<file path="src/rtl/cond_eval_pipe.sv">
// cond_eval_pipe: pipelined condition evaluator feeding a 2-entry result buffer.
// The condition code is evaluated against the operand as it arrives. The 1-bit
// result is queued behind a valid/ready handshake. in_ready depends only on
// registered occupancy, so branch-unit backpressure never reaches the ALU
// combinationally.
// Optional: define COND_STATS_EN to build saturating pop/taken counters.
module cond_eval_pipe #(
  parameter int WIDTH     = 8,
  parameter int CNT_WIDTH = 16
) (
  input  logic                 clk,
  input  logic                 rst,
  input  logic                 in_valid,
  output logic                 in_ready,
  input  logic [7:0]           Condition,
  input  logic [WIDTH-1:0]     Input,
  output logic                 out_valid,
  input  logic                 out_ready,
  output logic                 Result,
  input  logic                 stats_clr,
  output logic [CNT_WIDTH-1:0] eval_count,
  output logic [CNT_WIDTH-1:0] taken_count
);

  logic       neg, zero, eval_res;
  logic [1:0] cnt;
  logic       head, tail;
  logic       push, pop;

  // Evaluate the condition code; unsigned mode masks the sign flag.
  always_comb begin
    neg  = Input[WIDTH-1] & ~Condition[3];
    zero = (Input == '0);
    case (Condition[2:0])
      3'd0:    eval_res = 1'b0;
      3'd1:    eval_res = zero;
      3'd2:    eval_res = neg;
      3'd3:    eval_res = neg | zero;
      3'd4:    eval_res = 1'b1;
      3'd5:    eval_res = ~zero;
      3'd6:    eval_res = ~neg;
      default: eval_res = ~neg & ~zero;
    endcase
  end

  assign in_ready  = (cnt != 2'd2);
  assign out_valid = (cnt != 2'd0);
  assign Result    = out_valid & head;
  assign push      = in_valid & in_ready;
  assign pop       = out_valid & out_ready;

  // Two-entry FIFO: head is presented, tail waits behind it.
  always_ff @(posedge clk or negedge rst) begin
    if (!rst) begin
      cnt  <= 2'd0;
      head <= 1'b0;
      tail <= 1'b0;
    end else begin
      case ({push, pop})
        2'b10: begin
          if (cnt == 2'd0) head <= eval_res;
          else             tail <= eval_res;
          cnt <= cnt + 2'd1;
        end
        2'b01: begin
          head <= tail;
          cnt  <= cnt - 2'd1;
        end
        // Both at once only happens with one entry: the new result becomes head.
        2'b11:   head <= eval_res;
        default: ;
      endcase
    end
  end

`ifdef COND_STATS_EN
  localparam logic [CNT_WIDTH-1:0] CNT_MAX = '1;

  // Saturating statistics; a clear wins over a same-cycle increment.
  always_ff @(posedge clk or negedge rst) begin
    if (!rst) begin
      eval_count  <= '0;
      taken_count <= '0;
    end else if (stats_clr) begin
      eval_count  <= '0;
      taken_count <= '0;
    end else if (pop) begin
      if (eval_count != CNT_MAX) eval_count <= eval_count + 1'b1;
      if (Result && taken_count != CNT_MAX) taken_count <= taken_count + 1'b1;
    end
  end

  logic unused_bits;
  assign unused_bits = ^Condition[7:4];
`else
  assign eval_count  = '0;
  assign taken_count = '0;

  logic unused_bits;
  assign unused_bits = ^{Condition[7:4], stats_clr};
`endif

endmodule

</file>
<file path="config.mk">
export PLATFORM = sky130hd
export DESIGN_NAME = cond_eval_pipe
export DESIGN_NICKNAME = d
export VERILOG_FILES = /design/src/rtl/cond_eval_pipe.sv
export SDC_FILE = /design/constraint.sdc
export NUM_CORES = 1
export LEC_CHECK = 0
export ABC_AREA = 1
export CAP_MARGIN = 10
export CORE_MARGIN = 1
export CORE_UTILIZATION = 33
export CTS_BUF_LIST = sky130_fd_sc_hd__clkbuf_8
export DETAILED_ROUTE_END_ITERATION = 12
export PLACE_DENSITY = 0.88
export SETUP_SLACK_MARGIN = 0.3
export SYNTH_ARGS = -nofsm -noshare
export SYNTH_HDL_FRONTEND = slang
export SYNTH_SLANG_ARGS = --single-unit
export TNS_END_PERCENT = 50
</file>
<file path="constraint.sdc">
create_clock -name clk -period 3.7 [get_ports clk]
set_clock_uncertainty 0.1 [all_clocks]
set_input_delay 0.925 -clock clk [delete_from_list [all_inputs] [get_ports clk]]
set_output_delay 0.925 -clock clk [all_outputs]
set_load 0.02 [all_outputs]
</file>
After elaboration in Yosys (flattened, before gate mapping)
Cells that the tools add are included.

Add/subtract/negate cells: 2. Equality and inequality tests: 11. Multiplexer cells: 4. Bitwise logic cells: 10. Reduce and logical (&&, ||, !) cells: 8.

Operators with widths (count): $eq A3 B3 Y1 const B (3); $logic_not A8 Y1 (1); $pmux W1 S7 (1); $eq A3 B2 Y1 const B (2); $and A1 B1 Y1 (5); $eq A2 B2 Y1 const B (2); $ne A2 B2 Y1 const B (2); $not A1 Y1 (4); $pmux W2 S2 (1); $reduce_and A2 Y1 (2); $reduce_bool A2 Y1 (2); $eq A3 B1 Y1 const B (1); $logic_not A3 Y1 (1); $pmux W1 S3 (1); $reduce_bool A3 Y1 (1); $add A2 B1 Y2 const B (1); $eq A2 B1 Y1 const B (1); $logic_not A2 Y1 (1); $sub A2 B1 Y2 const B (1); $mux W1 (1); $or A1 B1 Y1 (1).

Register bits after elaboration: 4. Bits of input ports: 21. Output and inout port bits: 35.

Longest topological paths before layout
Word-level depth: 7. Mapped depth: 9.

Worst setup path after synthesis
Ideal clock, no wire load.

Path type: input -> register. Start: input port out_ready. End: register cnt[1]. Arrival time: 1767 ps. Required time: 3475 ps. Path slack: 1708 ps. Stages: 7. Cell sequence: inv_1 > nor2_4 > inv_1 > ha_1 > a21oi_1 > o21ai_0 > xnor2_1.

Word-level cells in the longest chain between the ends: 3. Elaborated cells between the ends (all ways): 5. Those cells by class: eq/ne: 2; mux: 1; bitwise: 1; reduce/logical: 1.

Ends and longest elaborated chain: start, declared (line 18) `input logic out_ready,`; $and A1 B1 Y1 * (line 50) `assign pop = out_valid & out_ready;`; $eq A2 B1 Y1 / $eq A2 B2 Y1 (equally long branches) (line 59) `case ({push, pop})`; $pmux W2 S2 / $reduce_bool A2 Y1 (equally long branches); end signal, assigned (line 63) `cnt <= cnt + 2'd1;`; end signal, assigned (line 67) `cnt <= cnt - 2'd1;`; end, declared (line 26) `logic [1:0] cnt;`.

Mark *: on every way between the ends. The rest lies on a longest branch, timed or not. A chain may end at the register's enable or synchronous reset.

Worst setup path after layout
Start: register cnt[0]. End: output port out_valid.

Word-level cells in the longest chain between the ends: 1.

Ends and longest elaborated chain: $reduce_bool A2 Y1 (line 47) `assign out_valid = (cnt != 2'd0);`; end, declared (line 17) `output logic out_valid,`.

No other way between the ends.

==> qor.txt <==
Net Switching -> 0.172 mW
Clock share of power -> 22.2%
Antenna diodes -> 0
Clock Sinks -> 4
Sequential share of power -> 22.4%
Final Hold Vio Count -> 0
Max-cap violations -> 0
Fillers -> 159
PortBufs -> 18
H-tree depth -> 1
Storage cell area -> 100 µm²
Min-Delay Path Class -> reg -> reg
Status -> finished clean
Vias per cell -> 3.78
Global-route wire length before repair -> 1.52 mm
Antenna viol nets, final -> 0
Die X -> 44.0 µm
Cells along the critical path -> nor2_4, inv_1, clkdlybuf4s50_1
Post-layout min period -> 2.49 ns
Starting density of the core -> 37.0%
Dpl cell area -> 659 µm²
CP Class -> reg -> out
Die Ht -> 44.0 µm
Netlist cell types -> 15
Reg2reg path depth -> 7
Worst-path maximum fanout -> 5
Max Fclk -> 401 MHz
Seq/Total Area, Yosys -> 17.2%
TNS Setup -> 0 ns
Switching Share -> 42.6%
Wire per inst -> 7.35 µm
Post-CTS Setup Inserts -> 0
Post-Layout Inst Area -> 701 µm²
Root buf cell -> clkbuf_8
PD cells -> 576 nW/µm²
Leakage -> 0.379 nW
Post-synth top area cell -> buf_4
Largest net degree at the start of global routing -> 6
Layout Nets -> 129
Std-Cell Rows -> 14
DRC -> 0
VDD IR max -> 0.335 mV
Vias -> 453
RSZ-0062 raised after global routing -> false
Area of the multi-input gates -> 314 µm²
Slew Viols, Final -> 0
Top cell type's share of synthesized area -> 41.2%
TritonCTS buffer count -> 3
TritonRoute pass-1 iters -> 6
Worst-path clk slew -> 0.03 ns
Logic pwr share -> 55.5%
Routed wire length -> 882 µm
Synthesized cell area -> 583 µm²
GPL Wtd Cong -> 0.706
CTS Hold Buffers Added -> 0
Total GRT Usage -> 10.6%
Final setup fails -> 0
IO Count -> 56
WHS Path Cells -> 2
Post-CTS resize count -> 0
Global route overflow -> 0
First DRT Iteration DRCs -> 13
Largest cells by area after synthesis -> buf_4 41%, dfrtp_1 17%, nand2_1 9.0%, inv_1 7.7%, nor2_1 4.5%
Layout cells sized above 1 -> 6.73%
Hpwl dp -> 803 µm
Die ar. -> 1940 µm²
Core outline area -> 1580 µm²
CP Data Required Time -> 2.67 ns
Period Utilization, post-route -> 67.3%
Area Overhead vs Synth -> 20.2%
WP data arrival -> 1.47 ns
Worst-Skew Late Latency -> 0.21 ns
Initial antenna violation count -> 0
Post-synthesis cell count -> 84
Syn Area/Cell -> 6.94 µm²
Vias in the first global route -> 396
Yosys warns -> 0
CTS tree -> yes
Int Pwr -> 0.232 mW
Total power -> 0.404 mW
Worst stage delay on the critical path -> 0.54 ns
Clk buf depth -> 2
CP max stage cell -> clkdlybuf4s50_1
FF+latch count, synth -> 4
Critical Path Start Type -> flop
Crit. End Element -> output port
==> final cells by class <==
class	count	area share [%]
flip-flops and latches	4	14.3
clock buffers	3	5.89
well taps	16	2.86
inverters	12	6.43
repair buffers	18	25.7
multi-input cells	67	44.8
==> metal layers <==
metal	wire [µm]	GRT usage (%)	up-vias
li1	-	-	224
met2	504	21.8	27
met5	0	0	-
met3	60	2.45	0
met4	0	5.45	0
met1	317	9.14	202
==> path summary, 6_finish.rpt <==
check,start,slack [ns],to
max in group asynchronous,rst,2.52,cnt[1]
min in group asynchronous,rst,0.81,head
max,cnt[0],1.21,out_valid
min reg2reg,head,0.39,head
min,head,0.39,head
max reg2reg,cnt[0],2.11,cnt[1]
==> per-stage QoR <==
stage	cells	utilization (%)	setup slack, ns	hold slack (ns)
CTS	120	44.4	1.19	0.401
global route	120	44.4	1.13	0.430
finish	120	44.4	1.21	0.390
global placement	117	41.8	1.20	0.372
floorplan	115	-	1.71	0.349
detailed placement	117	41.8	1.17	0.391
==> power by group through the flow <==
stage	sequential, mW	clock, mW	combinational, mW
floorplan	0.0883	0	0.181
global placement	0.0899	0	0.218
detailed placement	0.0914	0	0.225
CTS	0.0908	0.0923	0.226
global route	0.0946	0.0968	0.248
finish	0.0903	0.0894	0.224
==> flip-flops by register name, summed over array words and instances (netlist names) <==
register / cells
head: 1
cnt: 2
tail: 1
==> cells by family after synthesis <==
logic type	Yosys count	synth area share, %
XOR/XNOR	2	3.00
AND/OR/NAND/NOR	25	19.1
AO/OA/AOI/OAI	6	6.87
buffers and inverters	44	48.9
flip-flops	4	17.2
other	1	0.643
adder cells (fa/ha/maj)	2	4.29
==> Yosys cell counts <==
| library cell | n |
|---|---|
| a21oi_1 | 1 |
| a21oi_2 | 2 |
| buf_4 | 32 |
| conb_1 | 1 |
| dfrtp_1 | 4 |
| ha_1 | 2 |
| inv_1 | 12 |
| nand2_1 | 14 |
| nand3_1 | 2 |
| nor2_1 | 7 |
| nor2_4 | 2 |
| o21ai_0 | 1 |
| o21ai_1 | 1 |
| o21bai_1 | 1 |
| xnor2_1 | 2 |
==> layout by cell type, fill, tap and decap left out <==
cell type and count:
ha_1 2, conb_1 32, xnor2_1 2, inv_1 12
a21oi_1 1, clkbuf_8 3, o21ai_0 1, dfrtp_1 4
a21oi_2 2, o21ai_1 1, nand3_1 2, clkdlybuf4s50_1 18
o21bai_1 1, nor2_4 2, nor2_1 7, nand2_1 14
==> worst max-delay path, delay by kind of cell, from the launching register on <==
family,cells,cell delay (ns)
and+or+nand+nor,1,0.21
DFF,1,0.43
buffers and inverters,2,0.62
Power figures use the tool's default switching activity.
